<file path="src/rtl/pulse_tx_pkg.sv">
// Shared types and constants for the pulse-height UART transmit path.
package pulse_tx_pkg;

    typedef enum logic [2:0] {
        IDLE,
        LOAD,
        SEND_SYNC,
        SEND_HI,
        SEND_LO,
        SEND_CHK
    } frame_state_t;

    localparam int         FRAME_BYTES       = 4;
    localparam logic [7:0] DEFAULT_SYNC_BYTE = 8'hA5;

    function automatic logic [7:0] frame_checksum(input logic [7:0] sync,
                                                  input logic [7:0] hi,
                                                  input logic [7:0] lo);
        return sync ^ hi ^ lo;
    endfunction

endpackage

</file>
<file path="src/rtl/uart_byte_tx.sv">
// UART 8N1 byte serializer: start bit, eight data bits LSB first, stop bit.
// ready is also high in the stop bit's final cycle so consecutive bytes abut.
module uart_byte_tx #(
    parameter int CLKS_PER_BIT = 434
) (
    input  logic       clk,
    input  logic       reset,
    input  logic       start,
    input  logic [7:0] data,
    output logic       tx,
    output logic       ready,
    output logic       done
);

    localparam int             CW         = $clog2(CLKS_PER_BIT);
    localparam logic [CW-1:0]  LAST_TICK  = CW'(CLKS_PER_BIT - 1);
    localparam logic [CW-1:0]  EARLY_TICK = CW'(CLKS_PER_BIT - 2);

    logic          active_q;
    logic [CW-1:0] tick_q;
    logic [3:0]    bit_q;
    logic [8:0]    shift_q;
    logic          tx_q;
    logic          last_bit;
    logic          bit_end;

    assign last_bit = (bit_q == 4'd9);
    assign bit_end  = active_q && (tick_q == LAST_TICK);
    assign ready    = !active_q || (bit_end && last_bit);
    // done leads the end of the stop bit by one cycle so the framer can overlap its IDLE step.
    assign done     = active_q && last_bit && (tick_q == EARLY_TICK);
    assign tx       = tx_q;

    always_ff @(posedge clk or posedge reset) begin
        if (reset) begin
            active_q <= 1'b0;
            tick_q   <= '0;
            bit_q    <= '0;
            shift_q  <= '0;
            tx_q     <= 1'b1;
        end else if (start && ready) begin
            active_q <= 1'b1;
            tick_q   <= '0;
            bit_q    <= '0;
            shift_q  <= {1'b1, data};
            tx_q     <= 1'b0;
        end else if (active_q) begin
            if (tick_q == LAST_TICK) begin
                tick_q <= '0;
                if (last_bit) begin
                    active_q <= 1'b0;
                    bit_q    <= '0;
                    tx_q     <= 1'b1;
                end else begin
                    tx_q    <= shift_q[0];
                    shift_q <= {1'b0, shift_q[8:1]};
                    bit_q   <= bit_q + 4'd1;
                end
            end else begin
                tick_q <= tick_q + 1'b1;
            end
        end
    end

endmodule

</file>
<file path="src/rtl/pulse_height_uart_tx.sv">
// Result FIFO plus framer: each 16-bit pulse height goes out as SYNC, HI, LO, CHK
// over UART 8N1 with no gaps between the bytes of one frame.
module pulse_height_uart_tx
    import pulse_tx_pkg::*;
#(
    parameter int         CLKS_PER_BIT = 434,
    parameter int         FIFO_DEPTH   = 4,
    parameter logic [7:0] SYNC_BYTE    = DEFAULT_SYNC_BYTE
) (
    input  logic                        clk,
    input  logic                        reset,
    input  logic                        ph_valid,
    input  logic [15:0]                 ph_data,
    output logic                        tx,
    output logic                        busy,
    output logic                        overflow,
    output logic [$clog2(FIFO_DEPTH):0] fifo_count
);

    localparam int            AW         = $clog2(FIFO_DEPTH);
    localparam logic [AW:0]   FULL_COUNT = (AW + 1)'(FIFO_DEPTH);

    logic [15:0]   mem_q [FIFO_DEPTH];
    logic [AW-1:0] rd_ptr_q, rd_ptr_d;
    logic [AW-1:0] wr_ptr_q, wr_ptr_d;
    logic [AW:0]   count_q, count_d;
    logic          ovf_q, ovf_d;

    frame_state_t  state_q;
    logic [15:0]   data_q;
    logic [7:0]    chk_q;
    logic [7:0]    byte_q;
    logic          start_q;
    logic          busy_q;

    logic          pop;
    logic          push;
    logic          ser_tx;
    logic          ser_ready;
    logic          ser_done;
    logic          accept;

    // A full FIFO still takes a push when the framer drains the head on the same edge.
    assign pop    = (state_q == IDLE) && (count_q != '0);
    assign push   = ph_valid && ((count_q != FULL_COUNT) || pop);
    assign accept = start_q && ser_ready;

    always_comb begin
        rd_ptr_d = rd_ptr_q;
        wr_ptr_d = wr_ptr_q;
        count_d  = count_q;
        ovf_d    = ovf_q;
        if (pop) begin
            rd_ptr_d = rd_ptr_q + 1'b1;
        end
        if (push) begin
            wr_ptr_d = wr_ptr_q + 1'b1;
        end
        if (ph_valid && !push) begin
            ovf_d = 1'b1;
        end
        if (push && !pop) begin
            count_d = count_q + 1'b1;
        end else if (pop && !push) begin
            count_d = count_q - 1'b1;
        end
    end

    always_ff @(posedge clk or posedge reset) begin
        if (reset) begin
            rd_ptr_q <= '0;
            wr_ptr_q <= '0;
            count_q  <= '0;
            ovf_q    <= 1'b0;
        end else begin
            rd_ptr_q <= rd_ptr_d;
            wr_ptr_q <= wr_ptr_d;
            count_q  <= count_d;
            ovf_q    <= ovf_d;
        end
    end

    always_ff @(posedge clk) begin
        if (push) begin
            mem_q[wr_ptr_q] <= ph_data;
        end
    end

    // start_q stays high across a frame; each accepted byte immediately stages the next one.
    always_ff @(posedge clk or posedge reset) begin
        if (reset) begin
            state_q <= IDLE;
            data_q  <= '0;
            chk_q   <= '0;
            byte_q  <= '0;
            start_q <= 1'b0;
            busy_q  <= 1'b0;
        end else begin
            busy_q <= (state_q != IDLE) || (count_q != '0);
            case (state_q)
                IDLE: begin
                    if (pop) begin
                        data_q  <= mem_q[rd_ptr_q];
                        state_q <= LOAD;
                    end
                end
                LOAD: begin
                    chk_q   <= frame_checksum(SYNC_BYTE, data_q[15:8], data_q[7:0]);
                    byte_q  <= SYNC_BYTE;
                    start_q <= 1'b1;
                    state_q <= SEND_SYNC;
                end
                SEND_SYNC: begin
                    if (accept) begin
                        byte_q  <= data_q[15:8];
                        state_q <= SEND_HI;
                    end
                end
                SEND_HI: begin
                    if (accept) begin
                        byte_q  <= data_q[7:0];
                        state_q <= SEND_LO;
                    end
                end
                SEND_LO: begin
                    if (accept) begin
                        byte_q  <= chk_q;
                        state_q <= SEND_CHK;
                    end
                end
                SEND_CHK: begin
                    if (start_q) begin
                        if (accept) begin
                            start_q <= 1'b0;
                        end
                    end else if (ser_done) begin
                        state_q <= IDLE;
                    end
                end
                default: begin
                    state_q <= IDLE;
                    start_q <= 1'b0;
                end
            endcase
        end
    end

    uart_byte_tx #(
        .CLKS_PER_BIT(CLKS_PER_BIT)
    ) u_byte_tx (
        .clk  (clk),
        .reset(reset),
        .start(start_q),
        .data (byte_q),
        .tx   (ser_tx),
        .ready(ser_ready),
        .done (ser_done)
    );

    assign tx         = ser_tx;
    assign busy       = busy_q;
    assign overflow   = ovf_q;
    assign fifo_count = count_q;

endmodule

</file>
<file path="config.mk">
export PLATFORM = sky130hd
export DESIGN_NAME = pulse_height_uart_tx
export DESIGN_NICKNAME = d
export VERILOG_FILES = /design/src/rtl/pulse_tx_pkg.sv /design/src/rtl/uart_byte_tx.sv /design/src/rtl/pulse_height_uart_tx.sv
export SDC_FILE = /design/constraint.sdc
export NUM_CORES = 1
export LEC_CHECK = 0
export BUFFER_PORTS_ARGS = -buffer_cell sky130_fd_sc_hd__buf_2
export CAP_MARGIN = 10
export CORE_MARGIN = 2
export CORE_UTILIZATION = 55
export CTS_CLUSTER_SIZE = 16
export DETAILED_ROUTE_END_ITERATION = 7
export PLACE_DENSITY = 0.72
export SYNTH_ARGS = -nofsm -noshare
export SYNTH_HDL_FRONTEND = slang
export SYNTH_SLANG_ARGS = --single-unit
</file>
<file path="constraint.sdc">
create_clock -name clk -period 2.2 [get_ports clk]
set_input_delay 0.22 -clock clk [delete_from_list [all_inputs] [get_ports clk]]
set_output_delay 0.22 -clock clk [all_outputs]
set_load 0.05 [all_outputs]
</file>
== Word-level counts from Yosys, hierarchy flattened ==
Memory sizes are Yosys's and may differ from the RTL's. A register that Yosys moved wholly into a read port is not among the register bits.
Cells that the tools add are included.

* Memories: 1
* Input bits: 19
* Bits in registers: 53
* Bits in writable memories: 64

{| class="wikitable"
|+ Memory list
! memory !! depth !! width !! read ports !! clocked after memory_dff !! wr ports !! RTL line !! source
|-
| mem_q || 4 || 16 || 1 || 1 || 1 || pulse_height_uart_tx.sv:23 || <nowiki>logic [15:0] mem_q [FIFO_DEPTH];</nowiki>
|}

* Bitwise logic cells: 2
* $add $sub $neg: 6
* Muxes and demuxes: 37
* Reductions and logical operators: 29
* Equality and inequality tests: 16

{| class="wikitable"
|+ Operators by type and width
! kind !! number
|-
| $mux 9 || 7
|-
| $pmux 8 s4 || 1
|-
| $mux 3 || 8
|-
| $mux 8 || 3
|-
| $eq 9x9->1 const B || 2
|-
| $pmux 3 s6 || 1
|-
| $mux 4 || 4
|-
| $ne 2x2->1 const B || 7
|-
| $mux 1 || 12
|-
| $logic_and 1x1->1 || 10
|-
| $add 9x1->9 const B || 1
|-
| $xor 8x8->8 || 1
|-
| $eq 3x2->1 const B || 2
|-
| $eq 3x3->1 const B || 2
|-
| $reduce_and 6->1 || 1
|-
| $reduce_bool 2->1 || 3
|-
| $reduce_bool 3->1 || 2
|-
| $add 2x1->2 const B || 2
|-
| $add 4x1->4 const B || 1
|-
| $eq 4x4->1 const B || 1
|-
| $not 4->4 || 1
|-
| $reduce_and 2->1 || 2
|-
| $reduce_and 4->1 || 1
|-
| $reduce_bool 4->1 || 1
|-
| other kinds (10) || 14
|}

== Depth between registers and ports, before layout ==
Gate-level depths: netlist of run 1.

* Depth in word-level cells: 8
* Depth in mapped cells: 12
* Gate-level depth less buffers: 10

== Cells and area by module ==
Synthesis of run 1 repeated with hierarchy kept, for this count alone.

* Cell total of the unflattened synthesis: 403
* Area, all modules: 5836.8 sq um

{| class="wikitable"
|+ Modules (own cells, without submodules)
! module !! times used !! area each (sq um) !! sequential area each (sq um) !! cells an instance
|-
| pulse_height_uart_tx || 1 || 4529.3 || 3047.9 || 276
|-
| uart_byte_tx || 1 || 1307.5 || 601.8 || 127
|}

== Worst setup path after synthesis of run 1 ==
OpenSTA, ideal clock, no wires.

* Path type: reg2reg
* Start point: reg count_q[0], in the netlist fifo_count[0]
* End point: reg count_q[2], in the netlist fifo_count[2]
* Arrival: 2378 ps
* Clock period less this slack: 2461 ps
* Stages on the path, launching flop included: 11
* Required time: 2117 ps
* Library setup time: 83 ps
* Slack: -261 ps
* Cells stage by stage: dfrtp_1 nor3_1 nor2_4 buf_4 inv_1 ha_1 inv_1 fa_1 xor2_1 nor2_1 xor2_1

* Cells in the longest elaborated chain, start to end: 7
* Elaborated cells on any way between the ends: 14

{| class="wikitable"
|+ Ends and longest elaborated chain
! what !! RTL line !! source
|-
| from (decl) || pulse_height_uart_tx.sv:26 || <nowiki>logic [AW:0] count_q, count_d;</nowiki>
|-
| from (signal assigned) || pulse_height_uart_tx.sv:78 || <nowiki>count_q <= count_d;</nowiki>
|-
| parallel branches: the longest is 7 deep, another holds $sub 3x1->3 || -- ||
|}

Parallel ways; which one is timed is not known. The select of a mux whose other input is x is not followed.
A chain may end at the register's enable or synchronous reset.

== Worst setup path in the final report of run 1 ==
* Start point: reg state_q[1]
* End point: reg count_q[2], in the netlist fifo_count[2]

* Cells in the longest elaborated chain, start to end: 7
* Elaborated cells on any way between the ends: 10

{| class="wikitable"
|+ Ends and longest elaborated chain
! what !! RTL line !! source
|-
| from (decl) || pulse_height_uart_tx.sv:29 || <nowiki>frame_state_t state_q;</nowiki>
|-
| from (signal assigned) || pulse_height_uart_tx.sv:92 || <nowiki>state_q <= IDLE;</nowiki>
|-
| from (signal assigned) || pulse_height_uart_tx.sv:104 || <nowiki>state_q <= LOAD;</nowiki>
|-
| from (signal assigned) || pulse_height_uart_tx.sv:111 || <nowiki>state_q <= SEND_SYNC;</nowiki>
|-
| $logic_not 3->1 (*) || pulse_height_uart_tx.sv:44 || <nowiki>assign pop = (state_q == IDLE) && (count_q != '0);</nowiki>
|-
| $logic_and 1x1->1 (*) || pulse_height_uart_tx.sv:44 ||
|-
| $logic_or 1x1->1 (*) || pulse_height_uart_tx.sv:45 || <nowiki>assign push = ph_valid && ((count_q != FULL_COUNT) || pop);</nowiki>
|-
| $logic_and 1x1->1 (*) || pulse_height_uart_tx.sv:45 ||
|-
| via push || pulse_height_uart_tx.sv:37 || <nowiki>logic push;</nowiki>
|-
| $logic_not 1->1 || pulse_height_uart_tx.sv:64 || <nowiki>end else if (pop && !push) begin</nowiki>
|-
| $logic_and 1x1->1 || pulse_height_uart_tx.sv:64 ||
|-
| $reduce_bool 2->1 (no source line) || -- ||
|}

Mark *: on every way through the listed nets, which the timed path passes. The rest lies on a longest branch.

==> reports/metrics.csv, run 1 <==
metric,value,unit
clkSinkCount,133,
synth.distinct_cells,57,
die_width,107.2,µm
synthAdderAreaFrac,2.479,%
row_count,37,
place_ws,0.1899,ns
nNetsFinal,511,
io-pin-count,25,
initial_utilization,56.72,%
netSwitchingFraction,30.80,%
antenna_cells,0,
synth_area,5856,µm²
synth_warnings,0,
seqPwrFrac,45.3,%
cts_tree,done,
synth_area_leaders,"edfxtp_1 33%, dfrtp_1 29%, mux4_2 6.2%",
io_buffers,24,
whs,0.2960,ns
post_cts_buffers,0,
fin_cells,630,
power.density,1209,nW/µm²
hold_path.class,primary input to async pin,
worst-path-max-fanout,3,
track_usage,21.23,%
utilization,67.23,%
relSlewSlack,64.86,%
via_count,3535,
slew_violations,0,
ir_worst_vdd,0.8994,mV
root_buffer,clkbuf_8,
cp-end-kind,register,
cts-htree-levels,4,
dp_hpwl,6.791,mm
syn-instance-count,418,
rsz0062_at_grt,no,
p_leak,2.694,nW
pwr-share-comb,24.7,%
numCtsBuffers,17,
fin_worst_skew,0.005394,ns
cp.required,2.63,ns
synth.net_count,448,
p_sw,2.584,mW
antenna_found_initial,0,
fin_crit_sh,93.23,%
place_area,6222,µm²
critPathArrivalTime,2.49,ns
path_class,register to register,
cp-start-kind,register,
setup-tns-final,0,ns
timing.final.ws_setup,0.1490,ns
ys_async_sr_fraction,51.88,%
place.gp.congestion,0.7744,
clk-insertion-delay-late,0.52,ns
intPower,5.804,mW
final_common_cell,dfrtp_1,
outcome,"finished, final reports clean",
fin_crit,2.051,ns
antenna_left,0,
clk_pin_slew,0.06,ns
p_clk_share,30.0,%
worst-slew-pin-transition,0.5264,ns
ctsLongestPathBuffers,2,
drive_gt1_share,25.71,%
synth-compound-area-share,9.893,%
drc,0,
dp.cells,580,
grt_first_pass_wirelength,18.31,mm
synth_top_area_share,32.82,%
die_area,11490,µm²
timing.max_cap.violations,0,
ys_seq_area_share,62.33,%
routed_wl,10.93,mm
yosysTopAreaCell,edfxtp_1,
fmax,487.6,MHz
setup_viol,0,
firstDrtPassIters,4,
finalHoldViolations,0,
grt_max_degree,47,
ys_ff_latch,133,
synth_edf_count,64,
core,10320,µm²
synth_ff_type,dfrtp_1,
synth_xor_area_share,2.692,%
viasPerCell,5.611,
die_h,107.2,µm
synth_top_family_by_area,multiplexers,
fin_area,6940,µm²
grt_pass1_vias,3719,
synth_mux_area_share,12.22,%
final_cell_mix,"65 x dfrtp_1, 64 x edfxtp_1, 34 x nand2_1, 32 x o21ai_0, 24 x buf_2",
grt-ovfl-total,0,
wl_per_cell,17.35,µm
synth-simple-area-share,7.799,%
syn_area_per_cell,14.01,µm²
areaGrowthSynthToFinish,18.53,%
p_total,8.388,mW
drt_iter0_markers,154,
final timing paths:
kind	from	end	depth (start not counted)	slack, ns
worst max-delay path	state_q[1]	fifo_count[2]	9	0.15
worst min-delay path	reset	wr_ptr_q[1]	3	0.30
worst max register to register	state_q[1]	fifo_count[2]	9	0.15
worst min register to register	overflow	overflow	1	0.47
max in group asynchronous	reset	u_byte_tx.tx	4	1.23
min in group clk	ph_data[1]	mem_q[3][1]	2	0.45
power by group through the flow:
stage | Combinational [mW] | Clock, mW | Sequential [mW]
after floorplan | 1.51 | 0 | 3.80
after CTS | 2.10 | 2.56 | 3.80
after global placement | 2.00 | 0 | 3.78
after global routing | 2.29 | 2.67 | 3.89
after detailed placement | 2.05 | 0 | 3.82
final | 2.07 | 2.52 | 3.80
critical path, cell delays in order (launching register included):
cell and delay, ns:
dfrtp_1 0.41, nor2_4 0.13, nand2_2 0.10, a31oi_2 0.20, ha_1 0.22, inv_1 0.06, fa_1 0.38, xor2_1 0.17
nor2_1 0.11, xor2_1 0.18
layout make-up:
| cell class | count | area, µm² |
|---|---|---|
| Clock inverter | 13 | 110.1 |
| Timing Repair Buffer | 62 | 462.9 |
| Tap cell | 136 | 170.2 |
| Inverter | 13 | 48.80 |
| Clock buffer | 19 | 421.7 |
| Multi-Input combinational cell | 254 | 2073 |
| Sequential cell | 133 | 3654 |
| Fill cell | 718 | 3383 |
routing by layer:
| metal | GRT usage, % | wire length [µm] |
|---|---|---|
| met1 | 25.50 | 4720 |
| met2 | 35.22 | 5623 |
| met3 | 6.444 | 382 |
| met4 | 9.740 | 203 |
| met5 | 0 | 0 |
registers in the layout (all words and copies together), names as in the netlist:
register            count
mem_q                  64
data_q                 16
u_byte_tx.shift_q       9
u_byte_tx.tick_q        9
byte_q                  8
chk_q                   8
u_byte_tx.bit_q         4
fifo_count              3
state_q                 3
rd_ptr_q                2
wr_ptr_q                2
busy                    1
overflow                1
start_q                 1
u_byte_tx.active_q      1
u_byte_tx.tx            1
kinds of logic (layout without fill, tap and decap cells):
family,count (synthesis),after routing
DFF,133,133
and+or+nand+nor,89,89
AOI/OAI and AO/OA,87,87
muxes,49,49
buffers and inverters,31,107
xor gates and xnor gates,18,18
adders and majority gates,11,11
synth_stat cells (3+ instances only):
library cell and n:
edfxtp_1 64, ha_1 10, buf_2 10, nand3_1 5
mux2i_1 13, mux2_2 19, o21ai_1 11, nand2_1 35
dfrtp_1 68, o2bb2ai_1 4, a21oi_1 15, xnor2_1 10
inv_1 12, nor3_1 6, and3_1 3, clkbuf_1 3
xor2_1 8, a22o_1 3, nor2_1 15, and2_1 6
mux4_2 16, o21ai_0 32, a2111oi_2 3, nor2b_1 7
what timing repair did:
| item | in CTS | in global routing |
|---|---|---|
| hold buffers | 18 | 0 |
| resized for setup | 0 | 1 |
| setup endpoints to repair | 0 | 1 |
| hold endpoints to repair | 88 | 0 |
Power figures use the tool's default switching activity.
==> inputs of run 2 (changes only) <==
--- a/config.mk
+++ b/config.mk
@@ -12,6 +12,7 @@
 export CTS_CLUSTER_SIZE = 16
 export DETAILED_ROUTE_END_ITERATION = 7
 export PLACE_DENSITY = 0.72
+export RECOVER_POWER = 25
 export SYNTH_ARGS = -nofsm -noshare
 export SYNTH_HDL_FRONTEND = slang
 export SYNTH_SLANG_ARGS = --single-unit
==> run 2 against run 1 <==
Net effect:
- power about the same
- sequential power about the same
- combinational power about the same
- first-iteration DRC count down 7.8%
- setup slack better by 0.0013 ns
- critical endpoint unchanged
==> reports/metrics.csv, run 2 (synthesis gave the netlist of run 1 again) <==
metric,value,unit
grt_max_degree,47,
critPathMaxStageDelay,0.41,ns
utilization,67.03,%
nNetsFinal,511,
numCtsBuffers,17,
hold_path.class,primary input to async pin,
grt_pass1_vias,3719,
antenna_found_initial,0,
viasPerCell,5.619,
worst-path-max-fanout,3,
reg.largest.list,"mem_q (64), data_q (16)",
largest_register_ffs,64,
place.gp.congestion,0.7744,
drc,0,
grt-ovfl-total,0,
grt_util_met2,35.22,%
areaGrowthSynthToFinish,18.18,%
cp_top_family,adder cells,
path_class,register to register,
drt_iter0_markers,142,
clk-insertion-delay-late,0.53,ns
core,10320,µm²
fin_crit_sh,93.17,%
row_count,37,
ctsLongestPathBuffers,2,
wl_per_cell,17.40,µm
dp_hpwl,6.791,mm
crit_buf_inv,1,
r2r_cells,9,
timing.final.ws_setup,0.1504,ns
relSlewSlack,36.65,%
clkSinkCount,133,
die_width,107.2,µm
io-pin-count,25,
antenna_left,0,
antenna_cells,0,
firstDrtPassIters,4,
fmax,487.9,MHz
p_leak,2.651,nW
initial_utilization,56.72,%
io_buffers,24,
rsz0062_at_grt,no,
finalHoldViolations,0,
final_cell_mix,"65 x dfrtp_1, 64 x edfxtp_1, 34 x nand2_1, 32 x o21ai_0",
via_count,3540,
track_usage,21.23,%
fin_crit,2.050,ns
outcome,"finished, final reports clean",
cp-start-kind,register,
cts-htree-levels,4,
timing.max_cap.violations,0,
root_buffer,clkbuf_8,
critPathArrivalTime,2.49,ns
ir_worst_vdd,0.8994,mV
setup_viol,0,
clk_pin_slew,0.06,ns
final_common_cell,dfrtp_1,
die_h,107.2,µm
drive_gt1_share,22.27,%
r2r_start,state_q[1],
path_common_cell,xor2_1,
fin_worst_skew,0.004911,ns
die_area,11490,µm²
cp-end-kind,register,
routed_wl,10.96,mm
rrSetupSlack,0.15,ns
slew_violations,0,
grt_use_met3,6.444,%
regMostFlops,mem_q,
place_ws,0.1899,ns
cts_tree,done,
cp_slowest_cell,dfrtp_1,
crit_chain,"nor2_4, nand2_2, a31oi_2, ha_1, inv_1, fa_1, xor2_1, nor2_1, xor2_1",
worst-slew-pin-transition,0.9492,ns
cp.required,2.64,ns
grt_util_met1,25.50,%
r2r-end,fifo_count[2],
busiest_layer,met2,
power.density,1212,nW/µm²
grt_first_pass_wirelength,18.31,mm
run 2: stage by stage:
step | std cells | cell area (µm²) | TNS [ns] | hold slack (ns) | power [mW]
detailed placement | 580 | 6222 | 0 | 0.2927 | 5.874
global route | 630 | 6920 | 0 | 0.4814 | 8.848
CTS | 630 | 6934 | 0 | 0.2769 | 8.452
finish | 630 | 6920 | 0 | 0.4612 | 8.388
floorplan | 418 | 5876 | -0.01710 | 0.3189 | 5.307
global placement | 580 | 6222 | 0 | 0.2889 | 5.779
run 2: power by group:
group	internal, mW	switching (mW)	total [mW]
Clock	1.49	1.03	2.52
Combinational	1.00	1.07	2.07
Sequential	3.31	0.491	3.80
run 2: how the worst max path moves through the flow:
stage | startpoint | endpoint | depth (start not counted)
finish | state_q[1] | fifo_count[2] | 9
global route | state_q[1] | fifo_count[2] | 9
CTS | fifo_count[0] | fifo_count[2] | 9
detailed placement | fifo_count[2] | fifo_count[2] | 9
global placement | fifo_count[2] | fifo_count[2] | 9
floorplan | fifo_count[2] | fifo_count[2] | 10
run 2: layout make-up:
class / count / area (µm²)
inverters: 13 / 48.80
fillers: 732 / 3403
repair buffers: 62 / 442.9
multi-input cells: 254 / 2073
flip-flops and latches: 133 / 3654
clock inverters: 13 / 110.1
clock buffers: 19 / 421.7
well taps: 136 / 170.2
run 2: worst register-to-register path, delay by kind of cell (launching register included):
kind                     cells  cell delay, ns
adder cells (fa/ha/maj)      2            0.60
flip-flops                   1            0.41
XOR/XNOR                     2            0.35
AND/OR/NAND/NOR              3            0.34
AO/OA/AOI/OAI                1            0.20
buffers and inverters        1            0.06
run 2: what timing repair did:
item	4_1_cts	5_1_grt
hold buffers	18	0
endpoints found under the setup margin	0	1
buffers inserted	0	0
resized for setup	0	1
hold endpoints to repair	88	0
run 2: per-layer routing:
metal / wire, µm / vias to the layer above
met1: 4693 / 1769
met3: 416 / 19
met4: 209 / 0
met2: 5642 / 72
met5: 0 / -
li1: - / 1680
==> inputs of run 3 (changes only) <==
--- a/config.mk
+++ b/config.mk
@@ -5,6 +5,7 @@
 export SDC_FILE = /design/constraint.sdc
 export NUM_CORES = 1
 export LEC_CHECK = 0
+export ABC_AREA = 1
 export BUFFER_PORTS_ARGS = -buffer_cell sky130_fd_sc_hd__buf_2
 export CAP_MARGIN = 10
 export CORE_MARGIN = 2
==> run 3 against run 2 <==
Net effect:
- core utilization hardly changed
- sequential cell count stayed put
- synthesized area is 0.92% higher
- fmax is 1.3% higher
- setup slack better by 0.026 ns
- sequential share of layout area is 0.24 points lower
- routed wire length is 3.0% higher
- largest power group unchanged
- via count is 19% higher
- non-clock buffer count is 9 lower
==> reports/metrics.csv, run 3 <==
metric,value,unit
outcome,"finished, final reports clean",
r2r-end,fifo_count[1],
synth_ff_type,dfrtp_1,
yosys.cell_count.top_type,nor2_1,
die_width,107.7,µm
utilization,67.04,%
reg.largest.list,"mem_q (64), data_q (16)",
drc,0,
grt_max_degree,70,
synth_common_cells,"112 x nor2_1, 103 x nand2_1, 68 x dfrtp_1",
via_count,4203,
relSlewSlack,57.80,%
regMostFlops,mem_q,
core,10370,µm²
slew_violations,0,
synth_area_leaders,"edfxtp_1 33%, dfrtp_1 29%, nor2_1 7.1%",
rrSetupSlack,0.18,ns
yosysTopAreaCell,edfxtp_1,
grt_util_met1,25.83,%
fin_crit_sh,91.99,%
cp-end-kind,register,
critPathMaxStageDelay,0.44,ns
synth_area,5909,µm²
syn_area_per_cell,10.10,µm²
synth.net_count,615,
r2r_start,fifo_count[0],
syn-instance-count,585,
synth_edf_count,64,
initial_utilization,56.99,%
place.gp.congestion,0.8102,
antenna_cells,0,
cts-htree-levels,4,
p_leak,2.883,nW
power.density,942.0,nW/µm²
io_buffers,24,
fmax,494.1,MHz
antenna_left,0,
drt_iter0_markers,373,
fin_cells,788,
grt_util_met2,37.42,%
cp.required,2.61,ns
ctsLongestPathBuffers,2,
final_common_cell,nor2_1,
io-pin-count,25,
timing.final.ws_setup,0.1762,ns
root_buffer,clkbuf_8,
dp_hpwl,6.938,mm
worst-path-max-fanout,4,
cp_slowest_cell,dfrtp_2,
cp-start-kind,register,
critPathArrivalTime,2.43,ns
track_usage,21.53,%
grt_first_pass_wirelength,19.20,mm
path_class,register to register,
ys_ff_latch,133,
setup-tns-final,0,ns
whs,0.3466,ns
ir_worst_vdd,0.7019,mV
routed_wl,11.29,mm
clkSinkCount,133,
grt-ovfl-total,0,
clk-insertion-delay-late,0.52,ns
p_total,6.549,mW
final_cell_mix,"112 x nor2_1, 102 x nand2_1, 65 x dfrtp_1, 64 x edfxtp_1, 41 x o21ai_0",
path_common_cell,inv_1,
grt_use_met3,5.690,%
fin_area,6952,µm²
nNetsFinal,669,
drive_gt1_share,13.19,%
antenna_found_initial,0,
largest_register_ffs,64,
dp.cells,738,
ys_async_sr_fraction,51.88,%
ys_seq_area_share,61.76,%
numCtsBuffers,17,
fin_crit,2.024,ns
setup_viol,0,
die_area,11590,µm²
finalHoldViolations,0,
cts_tree,done,
place_ws,0.1636,ns
row_count,37,
grt_pass1_vias,4159,
synth_warnings,0,
timing.max_cap.violations,0,
areaGrowthSynthToFinish,17.64,%
place_area,6186,µm²
rsz0062_at_grt,no,
hold_path.class,primary input to async pin,
worst-slew-pin-transition,0.6323,ns
firstDrtPassIters,5,
die_h,107.7,µm
busiest_layer,met2,
viasPerCell,5.334,
synth_top_area_share,32.52,%
r2r_cells,8,
fin_worst_skew,0.008741,ns
clk_pin_slew,0.06,ns
crit_chain,"nor2_1, nand3_1, nand2_1, inv_1, ha_1, inv_1, fa_1, mux2_2",
synth.distinct_cells,36,
wl_per_cell,14.32,µm
[run 3: cell types whose count changed after synthesis, moves of 9 or more]
cell / previous run / this run
nand2_1: 35 / 103
mux4_2: 16 / 0
nor2_1: 15 / 112
nand3_1: 5 / 33
a21oi_1: 15 / 6
a31oi_1: 0 / 16
mux2_2: 19 / 1
inv_1: 12 / 34
mux2i_1: 13 / 0
o21ai_0: 32 / 41
[run 3: worst max-delay path by stage]
stage,startpoint,slack (ns),depth (start not counted),end
floorplan,fifo_count[0],0.08,8,fifo_count[1]
finish,fifo_count[0],0.18,8,fifo_count[1]
global placement,fifo_count[0],0.29,8,fifo_count[1]
global route,state_q[1],0.03,12,fifo_count[2]
CTS,state_q[1],0.16,12,fifo_count[2]
detailed placement,state_q[1],0.16,12,fifo_count[2]
[run 3: layer usage]
| layer | wire, µm | part of all wire, % |
|---|---|---|
| met1 | 4908 | 43 |
| met5 | 0 | 0 |
| met3 | 310 | 2.7 |
| met2 | 5897 | 52 |
| met4 | 167 | 1.5 |
[run 3: cells by family after synthesis]
group | share of synthesized area, %
adders and majority gates | 2.456
and+or+nand+nor | 20.75
muxes | 0.1905
buffers and inverters | 4.679
DFF | 61.76
AOI/OAI and AO/OA | 7.495
xor gates and xnor gates | 2.668
[run 3: critical path, delay by kind of cell (launching register included)]
kind                       cells  cell delay [ns]
and+or+nand+nor                3             0.42
adders and majority gates      2             0.62
DFF                            1             0.44
buffers and inverters          2             0.17
muxes                          1             0.27
[run 3: power breakdown]
group          switching [mW]  leakage, nW  internal (mW)
logic                   0.485         1.21          0.205
clock network            1.16        0.298           1.67
registers              0.0993         1.38           2.93
[run 3: area by class of cell]
type                            instances  area (µm²)
Clock inverter                         15       182.7
Fill cell                             760        3418
Clock buffer                           17       414.1
Multi-Input combinational cell        391        1991
Sequential cell                       133        3654
Tap cell                              136       170.2
Timing Repair Buffer                   53       375.4
Inverter                               43       165.2
[run 3: what timing repair did]
item / in CTS / in global routing
endpoints found under the setup margin: 0 / 2
setup buffers: 0 / 0
endpoints found under the hold margin: 133 / 0
hold buffers: 18 / 0
gates resized for setup: 0 / 4
